$ cat src/rtl/regfile_pkg.sv
// regfile_pkg: shared defaults, address-width helper and byte-merge function for the register file
package regfile_pkg;
    localparam int DEF_DATA_W   = 16;
    localparam int DEF_NUM_REGS = 8;
    localparam int MAX_W        = 512;
    localparam int MAX_BE       = MAX_W / 8;

    function automatic int addr_w(input int n);
        return (n < 2) ? 1 : $clog2(n);
    endfunction

    function automatic logic [MAX_W-1:0] merge(input logic [MAX_W-1:0] old_v,
                                               input logic [MAX_W-1:0] new_v,
                                               input logic [MAX_BE-1:0] be);
        logic [MAX_W-1:0] r;
        for (int k = 0; k < MAX_BE; k++) r[k*8 +: 8] = be[k] ? new_v[k*8 +: 8] : old_v[k*8 +: 8];
        return r;
    endfunction
endpackage

$ cat src/rtl/regfile_word.sv
// regfile_word: one register with sync reset, byte-enabled load and a merged next-value output
module regfile_word
    import regfile_pkg::*;
#(
    parameter int DATA_W = DEF_DATA_W
) (
    input  logic                clk,
    input  logic                rst,
    input  logic                en,
    input  logic [DATA_W-1:0]   d,
    input  logic [DATA_W/8-1:0] be,
    output logic [DATA_W-1:0]   q,
    output logic [DATA_W-1:0]   merged
);
    assign merged = DATA_W'(merge(MAX_W'(q), MAX_W'(d), MAX_BE'(be)));

    always_ff @(posedge clk)
        q <= rst ? '0 : en ? merged : q;
endmodule

$ cat src/rtl/regfile_param.sv
// regfile_param: parametrised GPR bank with byte-masked write, two read ports, optional bypass/zero-R0, and C/S registers
module regfile_param
    import regfile_pkg::*;
#(
    parameter int DATA_W   = DEF_DATA_W,
    parameter int NUM_REGS = DEF_NUM_REGS,
    parameter bit BYPASS   = 1'b1,
    parameter bit ZERO_R0  = 1'b0,
    localparam int AW      = addr_w(NUM_REGS),
    localparam int BW      = DATA_W / 8
) (
    input  logic                         clk,
    input  logic                         rst,
    input  logic                         we,
    input  logic [AW-1:0]                waddr,
    input  logic [DATA_W-1:0]            wdata,
    input  logic [BW-1:0]                wbe,
    input  logic [AW-1:0]                raddr_a,
    output logic [DATA_W-1:0]            rdata_a,
    input  logic [AW-1:0]                raddr_b,
    output logic [DATA_W-1:0]            rdata_b,
    input  logic                         c_we,
    input  logic [DATA_W-1:0]            c_in,
    input  logic                         s_we,
    input  logic [DATA_W-1:0]            s_in,
    output logic [DATA_W-1:0]            reg_c_out,
    output logic [DATA_W-1:0]            reg_s_out,
    output logic [NUM_REGS*DATA_W-1:0]   regs_flat
);
    localparam int NS = 1 << AW;
    logic [DATA_W-1:0] stored [NS];
    logic [DATA_W-1:0] merged [NS];
    logic [NS-1:0]     wen;
    logic [NS-1:0]     ok;
    logic [DATA_W-1:0] c_unused;
    logic [DATA_W-1:0] s_unused;
    genvar i;
    // Address space padded to a power of two so out-of-range addresses index zero entries
    for (i = 0; i < NS; i++) begin : g_reg
        if (i < NUM_REGS) begin : g_live
            assign wen[i] = we && waddr == AW'(i) && !(ZERO_R0 && i == 0);
            assign ok[i]  = !(ZERO_R0 && i == 0);
            regfile_word #(.DATA_W(DATA_W)) u_word (
                .clk(clk), .rst(rst), .en(wen[i]), .d(wdata), .be(wbe),
                .q(stored[i]), .merged(merged[i])
            );
            assign regs_flat[i*DATA_W +: DATA_W] = stored[i];
        end else begin : g_pad
            assign wen[i]    = 1'b0;
            assign ok[i]     = 1'b0;
            assign stored[i] = '0;
            assign merged[i] = '0;
        end
    end

    assign rdata_a = !ok[raddr_a] ? '0 : (BYPASS && wen[raddr_a]) ? merged[raddr_a] : stored[raddr_a];
    assign rdata_b = !ok[raddr_b] ? '0 : (BYPASS && wen[raddr_b]) ? merged[raddr_b] : stored[raddr_b];

    regfile_word #(.DATA_W(DATA_W)) u_c (
        .clk(clk), .rst(rst), .en(c_we), .d(c_in), .be({BW{1'b1}}),
        .q(reg_c_out), .merged(c_unused)
    );
    regfile_word #(.DATA_W(DATA_W)) u_s (
        .clk(clk), .rst(rst), .en(s_we), .d(s_in), .be({BW{1'b1}}),
        .q(reg_s_out), .merged(s_unused)
    );
endmodule

$ cat config.mk
export PLATFORM = sky130hd
export DESIGN_NAME = regfile_param
export DESIGN_NICKNAME = d
export VERILOG_FILES = /design/src/rtl/regfile_pkg.sv /design/src/rtl/regfile_word.sv /design/src/rtl/regfile_param.sv
export SDC_FILE = /design/constraint.sdc
export NUM_CORES = 1
export LEC_CHECK = 0
export CAP_MARGIN = 20
export CORE_MARGIN = 4
export CORE_UTILIZATION = 39
export CTS_BUF_LIST = sky130_fd_sc_hd__clkbuf_2 sky130_fd_sc_hd__clkbuf_4 sky130_fd_sc_hd__clkbuf_8
export DETAILED_ROUTE_END_ITERATION = 10
export PLACE_DENSITY = 0.66
export SLEW_MARGIN = 30
export SYNTH_ARGS = -nofsm -noshare
export SYNTH_HDL_FRONTEND = slang
export SYNTH_SLANG_ARGS = --single-unit
export TNS_END_PERCENT = 100
$ cat constraint.sdc
create_clock -name clk -period 2.5 [get_ports clk]
set_input_delay 0.5 -clock clk [delete_from_list [all_inputs] [get_ports clk]]
set_output_delay 0.5 -clock clk [all_outputs]
set_load 0.02 [all_outputs]
After elaboration in Yosys (flattened, before gate mapping):

Memory sizes are Yosys's and may differ from the RTL's.
Index checks and enable logic that the tools add are counted.
Widths: inputs -> output; s select.

* bitwise gates (word level): 2
* equality and inequality tests: 7
* reduce and logical (&&, ||, !) cells: 9
* multiplexer cells: 38
* order comparisons: 4

Operator list (number)
* $bmux 16 s3: 4
* $mux 16: 12
* $mux 8: 16
* $eq 3x3->1 const B: 4
* $ge 4x4->1 const B: 2
* $logic_and 1x1->1: 8
* $lt 3x4->1 const B: 2
* $not 3->4: 2
* $bmux 1 s3: 2
* $eq 3x2->1 const B: 2
* $mux 1: 4
* $eq 3x1->1 const B: 1
* $logic_not 3->1: 1

* output and inout port bits: 192
* ROM bits: 16
* memories: 2
* bits in registers: 160
* word-level logic and storage cells: 72
* input bits: 64

Memories
* (no name shown): depth 8, bits a word 1, rd ports 1, clocked after memory_dff 0, wr ports 0, line regfile_param.sv:57 `assign rdata_b = !ok[raddr_b] ? '0 : (BYPASS && wen[raddr_b]) ? merged[raddr_b] : stored[raddr_b];`
* (no name shown): depth 8, bits a word 1, rd ports 1, clocked after memory_dff 0, wr ports 0, line regfile_param.sv:56 `assign rdata_a = !ok[raddr_a] ? '0 : (BYPASS && wen[raddr_a]) ? merged[raddr_a] : stored[raddr_a];`

Longest topological paths before layout:

Gate-level depths: netlist (run 1).

* word-level depth: 6
* gate-level depth with buffers: 8
* depth with buffers taken out: 4

Cells and area by module:

Synthesis (run 1) repeated with hierarchy kept, for this count alone.

* cell total of the unflattened synthesis: 1174
* area, all modules: 13579.3 µm²

Modules (own cells, without submodules)
* regfile_word: cells an instance 89, instances 10, seq. area each 320.3 µm², area each 932.1 µm²
* regfile_param: cells an instance 284, instances 1, seq. area each 0.0 µm², area each 4257.8 µm²

Least setup slack after synthesis (run 1):

No wires, ideal clock.

* path type: input-to-output
* start: input port raddr_b[1]
* end: output port rdata_b[2]
* path buffers: 3
* data arrival time: 1.983 ns
* data required time: 2.000 ns
* stages on the path: 6
* slack: 0.017 ns
* cells stage by stage: buf_2 clkbuf_1 buf_2 a21boi_0 o31ai_1 o21ai_0

* cells in the longest elaborated chain, start to end: 6
* elaborated cells between the ends (all ways): 13
* those cells by class: mux: 11; bitwise: 1; memory: 1

Ends and longest elaborated chain
* from (decl): line regfile_param.sv:20 `input logic [AW-1:0] raddr_b,`
* $not 3->4 (not written as such): line regfile_param.sv:57
* $bmux 16 s3: line regfile_param.sv:57
* $mux 16 (not written as such) (2 in series): line regfile_param.sv:57
* $mux 16: line regfile_param.sv:57
* $mux 16 *: line regfile_param.sv:57
* to (decl): line regfile_param.sv:21 `output logic [DATA_W-1:0] rdata_b,`

Every way passes the cells marked *; elsewhere a longest branch is shown, timed or not. The select of a mux whose other input is x is not followed.

Final worst setup path (run 1):

* start: input port raddr_b[0]
* end: output port rdata_b[11]

The elaborated chain is that of the path after synthesis.

==> flow_summary_export.csv, run 1 <==
group,metric,value,unit
run_status,outcome,"complete, no violations",
placement,dpl_cell_area,13700,um2
setup_path,startpoint,"raddr_b[0]",
sta,finalHoldViolCount,0,
sta,fin_skew,0,ps
yosys,netlist_area,9710,um2
sta,period_share,99.4,%
die,fp-row-count,57,
setup_path,critPathKind,"in -> out",
power,swShare,30.2,%
hold_path,worstHoldPathType,"in -> reg",
die,die_y,166,um
sta,slew_headroom,63.1,%
layout,fillerInstances,2137,
drt,wl_per_cell,21.5,um
die,dieArea,27500,um2
layout,area_growth,49.9,%
power,power.internal,4.10,mW
layout,drive_gt1_share,30.6,%
drt,wl_met2,17900,um
drt,wl_met1,15500,um
sta,rsz0062_at_grt,"yes",
power,ir_worst_vdd,314,uV
drt,ant_nets,0,
sta,worstMarginPinSlew,553,ps
placement,dpl_worst_slack,-802,ps
yosys,ys.flop_type,"dfxtp_1",
clock_tree,path_clk_slew,90,ps
power,clkPwrFrac,32.0,%
yosys,synth_nets,1129,
clock_tree,cts_sinks,160,
placement,io_buffers,255,
clock_tree,cts_tree,"done",
global_route,grt_usage,26.4,%
global_route,overflow,0,
clock_tree,postCtsHoldBufs,0,
drt,dr_wl_met3,3780,um
layout,seqCellArea,3270,um2
die,die_x,166,um
sta,drv_slew,0,
clock_tree,clock_path_buffers,2,
setup_path,endpoint_kind,"output pin",
setup_path,path_max_fanout,5,
setup_path,rrSetupSlack,1660,ps
setup_path,arrival,1990,ps
yosys,avgSynthCellArea,9.12,um2
drt,drt_iter0_drc,910,
power,p_leak,5.90,nW
placement,post-dp-hpwl,27000,um
clock_tree,cts_made_buffers,17,
power,pwr-share-seq,45.2,%
yosys,synth_warnings,0,
power,finalPower,5.87,mW
global_route,grt_pass1_wl,58900,um
drt,vias_per_cell,5.76,
layout,multi_input_comb_area,6070,um2
yosys,synthArstFlopShare,0,%
global_route,antenna_found_initial,5,
clock_tree,cts_root_buf,"clkbuf_8",
sta,layout_setup_ws,13.8,ps
setup_path,r2r-start,"g_reg[5].g_live.u_word.q[6]$_SDFFE_PP0N_",
hold_path,worstHoldStart,"rst",
drt,firstDrtPassIters,5,
flow_run,drv_cap,0,
global_route,grt_pass1_vias,10200,
clock_tree,htreeDepth,4,
die,ios,256,
clock_tree,clk_latency,460,ps
drt,drc_errors,0,
sta,fin_crit,2490,ps
setup_path,crit_required,2000,ps
layout,design_area,14600,um2
power,switchingPower,1.77,mW
global_route,grt_max_degree,67,
placement,placed_cells,1723,
setup_path,cp-start-kind,"input pin",
layout,final_nets,1508,
die,core_area,24400,um2
die,initial_core_util,39.8,%
power,combPwrFrac,22.8,%
sta,setup_viol,0,
yosys,ys_types,46,
yosys,synth_edf_count,0,
yosys,postSynthCellCount,1065,
yosys,synth_seq_area_share,33.0,%
drt,drt_wl_total,38400,um
power,p_per_area,403,nW/um2
yosys,synth_seq_cells,160,
layout,finalNonFillerCells,1785,
drt,num_vias,10300,
placement,place.gp.congestion,0.857,
sta,max_clock_freq,0.402,GHz
drt,top_layer,"met5",
-- area by class of cell --
| cell class | count | area share [%] |
|---|---|---|
| Sequential cell | 160 | 22.4 |
| Tap cell | 324 | 2.78 |
| Clock inverter | 9 | 0.507 |
| Timing Repair Buffer | 472 | 30.3 |
| Clock buffer | 23 | 2.13 |
| Multi-Input combinational cell | 787 | 41.7 |
| Inverter | 6 | 0.155 |
| Antenna cell | 4 | 0.0687 |
-- cells by family after synthesis --
logic type	Yosys count	synth area share (%)
AOI/OAI and AO/OA	297	17.3
DFF	160	33.0
muxes	222	31.5
and+or+nand+nor	262	11.4
buffers and inverters	118	6.21
xor gates and xnor gates	6	0.541
-- routing by layer --
metal	vias up	GRT usage (%)
met5	-	0
met4	4	10.7
met3	90	7.05
met2	550	42.2
met1	4984	34.3
li1	4645	-
-- timing repair --
item,4_1_cts,5_1_grt
setup buffers,18,4
gates resized for setup,239,70
gates cloned,4,1
setup endpoints to repair,32,26
pin swaps,9,24
-- registers in the layout (all words and copies together), names as in the netlist --
name and count:
u_s.q 16, g.g_live.u_word.q 128, u_c.q 16
-- worst paths after layout --
path	to	depth (start not counted)
setup / recovery	rdata_b[11]	8
hold / removal	u_s.q[15]$_SDFFE_PP0P_	2
setup reg to reg	g_reg[5].g_live.u_word.q[6]$_SDFFE_PP0N_	3
hold reg to reg	u_s.q[0]$_SDFFE_PP0P_	2
-- worst max-delay path: stages --
cell and delay (ps):
buf_16 110, buf_12 140, buf_6 100, mux4_2 480, nor2b_4 140, o31ai_2 240, o21ai_1 100, buf_4 160
-- power by group through the flow --
| stage | Sequential [mW] | Clock (mW) | Combinational (mW) |
|---|---|---|---|
| floorplan | 2.77 | 0 | 0.590 |
| global placement | 2.71 | 0 | 1.23 |
| detailed placement | 2.71 | 0 | 1.24 |
| CTS | 2.65 | 1.90 | 1.30 |
| global route | 2.66 | 2.01 | 1.41 |
| finish | 2.65 | 1.88 | 1.34 |
-- synth_stat cells, types with 2 or more instances --
master	count	share of area, %
inv_1	5	0.19
xnor2_1	6	0.54
o21ai_1	9	0.46
nand3b_1	2	0.15
buf_4	6	0.46
a21boi_0	8	0.62
o22ai_1	2	0.13
buf_1	3	0.12
and2_1	3	0.19
mux2i_1	143	15
mux4_1	3	0.81
buf_6	8	0.93
mux2_2	14	1.6
buf_12	3	0.62
a2111oi_0	3	0.27
a21oi_1	105	5.4
a22oi_1	17	1.3
nor3b_1	3	0.23
nand2_1	128	4.9
a2111oi_1	2	0.21
nor2_1	81	3.1
o21a_1	3	0.23
nor3_1	4	0.21
o21ai_0	115	5.9
a221o_1	4	0.41
nor2b_1	21	1.4
o31ai_1	7	0.54
a211oi_1	6	0.46
mux4_2	62	14
dfxtp_1	160	33
a2bb2oi_1	7	0.63
o211ai_1	3	0.23
clkbuf_1	69	2.7
nand2b_1	3	0.19
or3_1	4	0.26
nand3_1	11	0.57
buf_2	23	1.2
-- stage by stage --
step           setup TNS, ps  utilization (%)  hold slack, ps
6_report                   0             59.7             437
4_1_cts                -72.1             59.0             416
3_3_place_gp          -19760             56.0             472
5_1_grt                 -117             59.7             439
3_5_place_dp          -20750             56.0             486
2_1_floorplan              0                -             572
-- placed cells by master, fill, tap and decap left out, drive strengths merged, types with 2 or more instances in the layout --
cell type	instances
o31ai	7
a221o	4
o21a	3
nand3	11
dfxtp	160
clkinvlp	4
clkdlybuf4s50	210
nor3b	3
a21oi	105
o22ai	2
nand2	128
buf	252
clkbuf	28
inv	7
a2111oi	5
nor2b	21
nand2b	3
a2bb2oi	7
a21boi	8
o21ai	124
xnor2	6
clkinv	4
or3	4
nand3b	2
nor3	4
mux2i	143
a211oi	6
dlygate4sd2	3
diode	4
mux4	65
and2	3
a22oi	17
mux2	14
o211ai	3
clkdlybuf4s15	2
nor2	81
Power figures use the tool's default switching activity.
==> run 2: changes to the inputs <==
GPL_TIMING_DRIVEN = 1   (was not set)
clock period = 2.7 ns   (was 2.5 ns; I/O delays follow)
==> run 2 against run 1 <==
Net effect: die area stayed put; register-to-register slack better by 200 ps; combinational power is 13% lower; clock power is 5% lower; worst hold slack better by 62 ps; utilization is 2.0 points lower; total power is 7.5% lower; clock skew stayed put; sequential share of layout area is 0.42 points higher.
==> flow_summary_export.csv, run 2 (synthesized netlist as in run 1, its figures left out) <==
group,metric,value,unit
sta,period_share,98.6,%
placement,placed_cells,1687,
power,clkPwrFrac,33.0,%
layout,largest_reg_flops,128,
setup_path,rrSetupSlack,1860,ps
layout,top_regs,"g.g_live.u_word.q: 128 flops, u_c.q: 16 flops, u_s.q: 16 flops",
layout,layout_common_cells,"clkdlybuf4s50_1, dfxtp_1, buf_4, mux2i_1, nand2_1",
sta,holdWs,499,ps
clock_tree,clock_path_buffers,2,
power,p_leak,5.61,nW
layout,max_flop_register,"g.g_live.u_word.q",
setup_path,cp_slowest_cell,"clkdlybuf4s15_2",
clock_tree,htreeDepth,4,
global_route,antenna_found_initial,4,
power,pwr-share-seq,45.3,%
clock_tree,cts_tree,"done",
sta,rsz0062_at_grt,"yes",
power,p_per_area,386,nW/um2
placement,dpl_cell_area,13400,um2
clock_tree,cts_made_buffers,17,
run_status,outcome,"complete, no violations",
placement,io_buffers,255,
clock_tree,clk_latency,460,ps
clock_tree,path_clk_slew,100,ps
global_route,overflow,0,
sta,fin_skew,0,ps
drt,drt_wl_total,36400,um
power,ir_worst_vdd,298,uV
hold_path,hold_depth,2,
layout,final_common_cell,"clkdlybuf4s50_1",
global_route,grt_max_degree,161,
sta,fin_setup_tns,0,ps
drt,vias_per_cell,5.67,
sta,finalHoldViolCount,0,
sta,drv_slew,0,
drt,drc_errors,0,
die,ios,256,
power,swShare,30.4,%
setup_path,rr_worst_depth,2,
power,switchingPower,1.65,mW
layout,finalNonFillerCells,1734,
die,die_y,166,um
clock_tree,cts_sinks,160,
setup_path,cp-start-kind,"input pin",
power,combPwrFrac,21.6,%
setup_path,crit_path_max_incr_delay,300,ps
setup_path,cp.buffers_inverters,3,
setup_path,r2r_end,"g_reg[7].g_live.u_word.q[2]$_SDFFE_PP0N_",
layout,area_growth,44.9,%
drt,num_vias,9839,
clock_tree,cts_root_buf,"clkbuf_8",
drt,drt_iter0_drc,1153,
die,fp-row-count,57,
layout,drive_gt1_share,24.6,%
die,core_area,24400,um2
die,initial_core_util,39.8,%
layout,design_area,14100,um2
setup_path,endpoint_kind,"output pin",
setup_path,startpoint,"waddr[1]",
setup_path,crit_required,2160,ps
setup_path,cp_top_family,"buffers and inverters",
setup_path,crit_chain,"dlygate4sd2_1 > xnor2_1 > and4_1 > buf_4 > and2_2 > o21ai_0 > clkdlybuf4s15_2",
setup_path,critPathKind,"in -> out",
hold_path,worstHoldPathType,"reg -> reg",
setup_path,arrival,2120,ps
drt,ant_nets,0,
drt,firstDrtPassIters,5,
drt,wl_per_cell,21.0,um
die,dieArea,27500,um2
power,power.internal,3.77,mW
hold_path,holdPathEnd,"u_s.q[4]$_SDFFE_PP0P_",
layout,final_nets,1459,
setup_path,r2r-start,"g_reg[7].g_live.u_word.q[2]$_SDFFE_PP0N_",
sta,fin_crit,2660,ps
hold_path,worstHoldStart,"u_s.q[4]$_SDFFE_PP0P_",
sta,setup_viol,0,
layout,final_util,57.7,%
sta,max_clock_freq,0.375,GHz
global_route,grt_pass1_vias,9852,
setup_path,path_max_fanout,5,
global_route,grt_usage,25.3,%
sta,worstMarginPinSlew,831,ps
placement,place.gp.congestion,0.873,
global_route,grt_pass1_wl,56400,um
die,die_x,166,um
placement,post-dp-hpwl,26100,um
flow_run,drv_cap,0,
sta,slew_headroom,44.6,%
-- run 2: cell count changes in the layout (fill, tap and decap cells not counted), sizes merged --
cell	previous run	this run
clkinvlp	4	3
buf	252	179
inv	7	11
clkbuf	28	32
bufinv	0	1
diode	4	2
clkdlybuf4s15	2	16
dlymetal6s2s	0	2
-- run 2: worst reg2reg max path: stages (launching register included) --
cell and delay (ps):
dfxtp_1 460, o21ai_0 150, a21oi_1 160
-- run 2: stage by stage --
stage	power, mW	setup slack [ps]
finish	5.43	36.5
global route	5.62	-5.86
CTS	5.43	-73.4
detailed placement	3.65	-679
global placement	3.63	-644
floorplan	3.11	137
-- run 2: layout make-up --
class | count | area, um2
Inverter | 6 | 22.5
Tap cell | 324 | 405
Clock buffer | 19 | 262
Antenna cell | 2 | 5.00
Sequential cell | 160 | 3210
Fill cell | 2138 | 10300
Timing Repair Buffer | 423 | 4010
Multi-Input combinational cell | 787 | 6030
Clock inverter | 13 | 126
-- run 2: per-layer routing --
metal	GRT usage, %	wire length (um)	vias up
met2	40.9	17100	482
met1	33.3	15200	4753
li1	-	-	4536
met4	9.25	960	4
met5	0	24	-
met3	5.74	3100	64
-- run 2: how the worst max path moves through the flow --
stage	endpoint	slack (ps)	cells after the start
after floorplan	rdata_b[2]	140	6
after global placement	rdata_a[12]	-640	8
after detailed placement	rdata_a[2]	-680	8
after CTS	rdata_b[6]	-70	6
after global routing	rdata_b[0]	-6	7
final	rdata_a[13]	40	7
-- run 2: power groups by stage --
stage / registers [mW] / logic, mW / clock network (mW)
2_1_floorplan: 2.57 / 0.546 / 0
3_3_place_gp: 2.51 / 1.12 / 0
3_5_place_dp: 2.52 / 1.13 / 0
4_1_cts: 2.46 / 1.15 / 1.82
5_1_grt: 2.47 / 1.25 / 1.91
6_report: 2.46 / 1.17 / 1.79
-- run 2: what timing repair did --
action	4_1_cts	5_1_grt
endpoints found under the hold margin	0	0
buffers inserted	10	0
setup endpoints to repair	32	30
hold buffers	0	0
gates cloned	2	1
gates resized for setup	130	60
pin swaps	2	2
==> run 3: changes to the inputs <==
==> constraint.sdc (replaced) <==
create_clock -name clk -period 2.7 [get_ports clk]
set_input_delay 0.54 -clock clk [delete_from_list [all_inputs] [get_ports clk]]
set_output_delay 0.54 -clock clk [all_outputs]
set_load 0.005 [all_outputs]
==> run 3 against run 2 <==
Net effect: the run now ends with negative setup slack left; largest cell class unchanged; count of clock-buffer cells in the layout did not move; flip-flop and latch count did not move; total power rose by 1.0%.
==> flow_summary_export.csv, run 3 (synthesized netlist as in run 1, its figures left out) <==
group,metric,value,unit
setup_path,endpoint_kind,"output pin",
setup_path,arrival,2210,ps
placement,dpl_worst_slack,-528,ps
power,p_leak,5.93,nW
layout,layout_common_cells,"clkdlybuf4s50_1, buf_4, mux2i_1, nand2_1, dfxtp_1",
drt,ant_nets,0,
sta,drv_slew,0,
power,power.internal,3.97,mW
drt,vias_per_cell,5.69,
setup_path,crit_required,2160,ps
setup_path,rrSetupSlack,1830,ps
power,switchingPower,1.52,mW
run_status,outcome,"complete, but fails checks",
setup_path,crit_chain,"buf_16 > buf_4 > buf_12 > mux4_1 > nor2b_1 > o31ai_1 > o21ai_0 > dlygate4sd2_1",
clock_tree,postCtsHoldBufs,0,
die,die_y,166,um
setup_path,r2r_end,"g_reg[5].g_live.u_word.q[2]$_SDFFE_PP0N_",
die,core_area,24400,um2
sta,worstMarginPinSlew,811,ps
clock_tree,htreeDepth,4,
layout,drive_gt1_share,27.2,%
drt,drt_iter0_drc,1044,
global_route,grt_pass1_wl,56800,um
setup_path,cp-endpoint,"rdata_b[2]",
setup_path,path_max_fanout,8,
global_route,grt_max_degree,161,
placement,io_buffers,255,
setup_path,cp_top_family,"buffers and inverters",
layout,design_area,14600,um2
clock_tree,cts_tree,"done",
layout,final_nets,1488,
sta,fin_crit,2750,ps
clock_tree,cts_made_buffers,17,
sta,period_share,102,%
layout,finalNonFillerCells,1761,
hold_path,worstHoldStart,"u_c.q[2]$_SDFFE_PP0P_",
setup_path,cp-start-kind,"input pin",
power,finalPower,5.48,mW
clock_tree,clk_latency,460,ps
global_route,overflow,0,
drt,wl_per_cell,21.2,um
drt,num_vias,10000,
setup_path,startpoint,"raddr_b[0]",
sta,finalHoldViolCount,0,
power,clkPwrFrac,34.3,%
layout,largest_reg_flops,128,
placement,dpl_cell_area,13500,um2
setup_path,cp.buffers_inverters,4,
clock_tree,clock_path_buffers,2,
die,fp-row-count,57,
sta,rsz0062_at_grt,"yes",
layout,final_util,59.8,%
setup_path,crit_path_max_incr_delay,520,ps
layout,max_flop_register,"g.g_live.u_word.q",
die,die_x,166,um
sta,layout_setup_ws,-53.7,ps
power,swShare,27.7,%
clock_tree,cts_root_buf,"clkbuf_8",
drt,drc_errors,0,
die,initial_core_util,39.8,%
sta,setup_viol,3,
layout,seqCellArea,3260,um2
layout,multi_input_comb_area,6100,um2
sta,holdWs,501,ps
global_route,antenna_found_initial,5,
flow_run,drv_cap,0,
power,p_per_area,376,nW/um2
power,pwr-share-seq,44.8,%
clock_tree,path_clk_slew,80,ps
layout,fillerInstances,2148,
power,ir_worst_vdd,298,uV
setup_path,r2r-start,"g_reg[5].g_live.u_word.q[2]$_SDFFE_PP0N_",
hold_path,worstHoldPathType,"reg -> reg",
layout,area_growth,50.1,%
power,combPwrFrac,20.8,%
setup_path,cp_num_cells,8,
run_status,violations,"negative setup slack",
sta,fin_setup_tns,-97.4,ps
sta,fin_skew,0,ps
clock_tree,cts_sinks,160,
die,dieArea,27500,um2
placement,placed_cells,1693,
die,ios,256,
placement,place.gp.congestion,0.886,
global_route,grt_pass1_vias,9817,
drt,firstDrtPassIters,5,
sta,max_clock_freq,0.363,GHz
setup_path,critPathKind,"in -> out",
drt,drt_wl_total,37300,um
layout,top_regs,"g.g_live.u_word.q: 128 flops, u_c.q: 16 flops, u_s.q: 16 flops",
setup_path,cp_slowest_cell,"mux4_1",
layout,final_common_cell,"clkdlybuf4s50_1",
setup_path,rr_worst_depth,2,
sta,slew_headroom,46.0,%
global_route,grt_usage,25.6,%
placement,post-dp-hpwl,26000,um
## run 3: repair_timing
| item | 4_1_cts | 5_1_grt |
|---|---|---|
| cloned | 4 | 2 |
| pin swaps | 11 | 15 |
| buffers inserted | 16 | 15 |
| setup endpoints to repair | 32 | 14 |
| gates resized for setup | 106 | 73 |
| hold endpoints to repair | 0 | 0 |
## run 3: worst min-delay path by stage
stage          cells after the start  slack [ps]                                        to
6_report                           2         500                     u_c.q[2]$_SDFFE_PP0P_
2_1_floorplan                      2         490                    u_c.q[10]$_SDFFE_PP0P_
4_1_cts                            2         510                     u_s.q[6]$_SDFFE_PP0P_
5_1_grt                            2         540  g_reg[5].g_live.u_word.q[4]$_SDFFE_PP0N_
3_5_place_dp                       2         480                     u_s.q[6]$_SDFFE_PP0P_
3_3_place_gp                       2         470                     u_c.q[4]$_SDFFE_PP0P_
## run 3: worst min-delay path, cell delays in order, from the launching register on
cell     delay (ps)
dfxtp_1         330
mux2i_1          60
nor2_1           70
## run 3: layout make-up
class | count | area share (%)
multi-input cells | 787 | 41.9
repair buffers | 452 | 29.9
flip-flops and latches | 160 | 22.4
well taps | 324 | 2.78
clock buffers | 19 | 1.75
clock inverters | 12 | 1.09
inverters | 6 | 0.163
diodes | 1 | 0.0172
## run 3: power by group through the flow
stage	registers, mW	logic [mW]	clock network, mW
6_report	2.46	1.14	1.88
5_1_grt	2.46	1.21	2.01
4_1_cts	2.46	1.08	1.91
3_5_place_dp	2.51	1.04	0
3_3_place_gp	2.51	1.03	0
2_1_floorplan	2.51	0.514	0
## run 3: layer usage
metal / GRT usage [%] / wire (um) / up-vias
met3: 7.05 / 3360 / 80
met1: 33.0 / 15100 / 4840
met4: 9.29 / 1050 / 6
li1: - / - / 4594
met2: 41.4 / 17700 / 501
met5: 0 / 37 / -
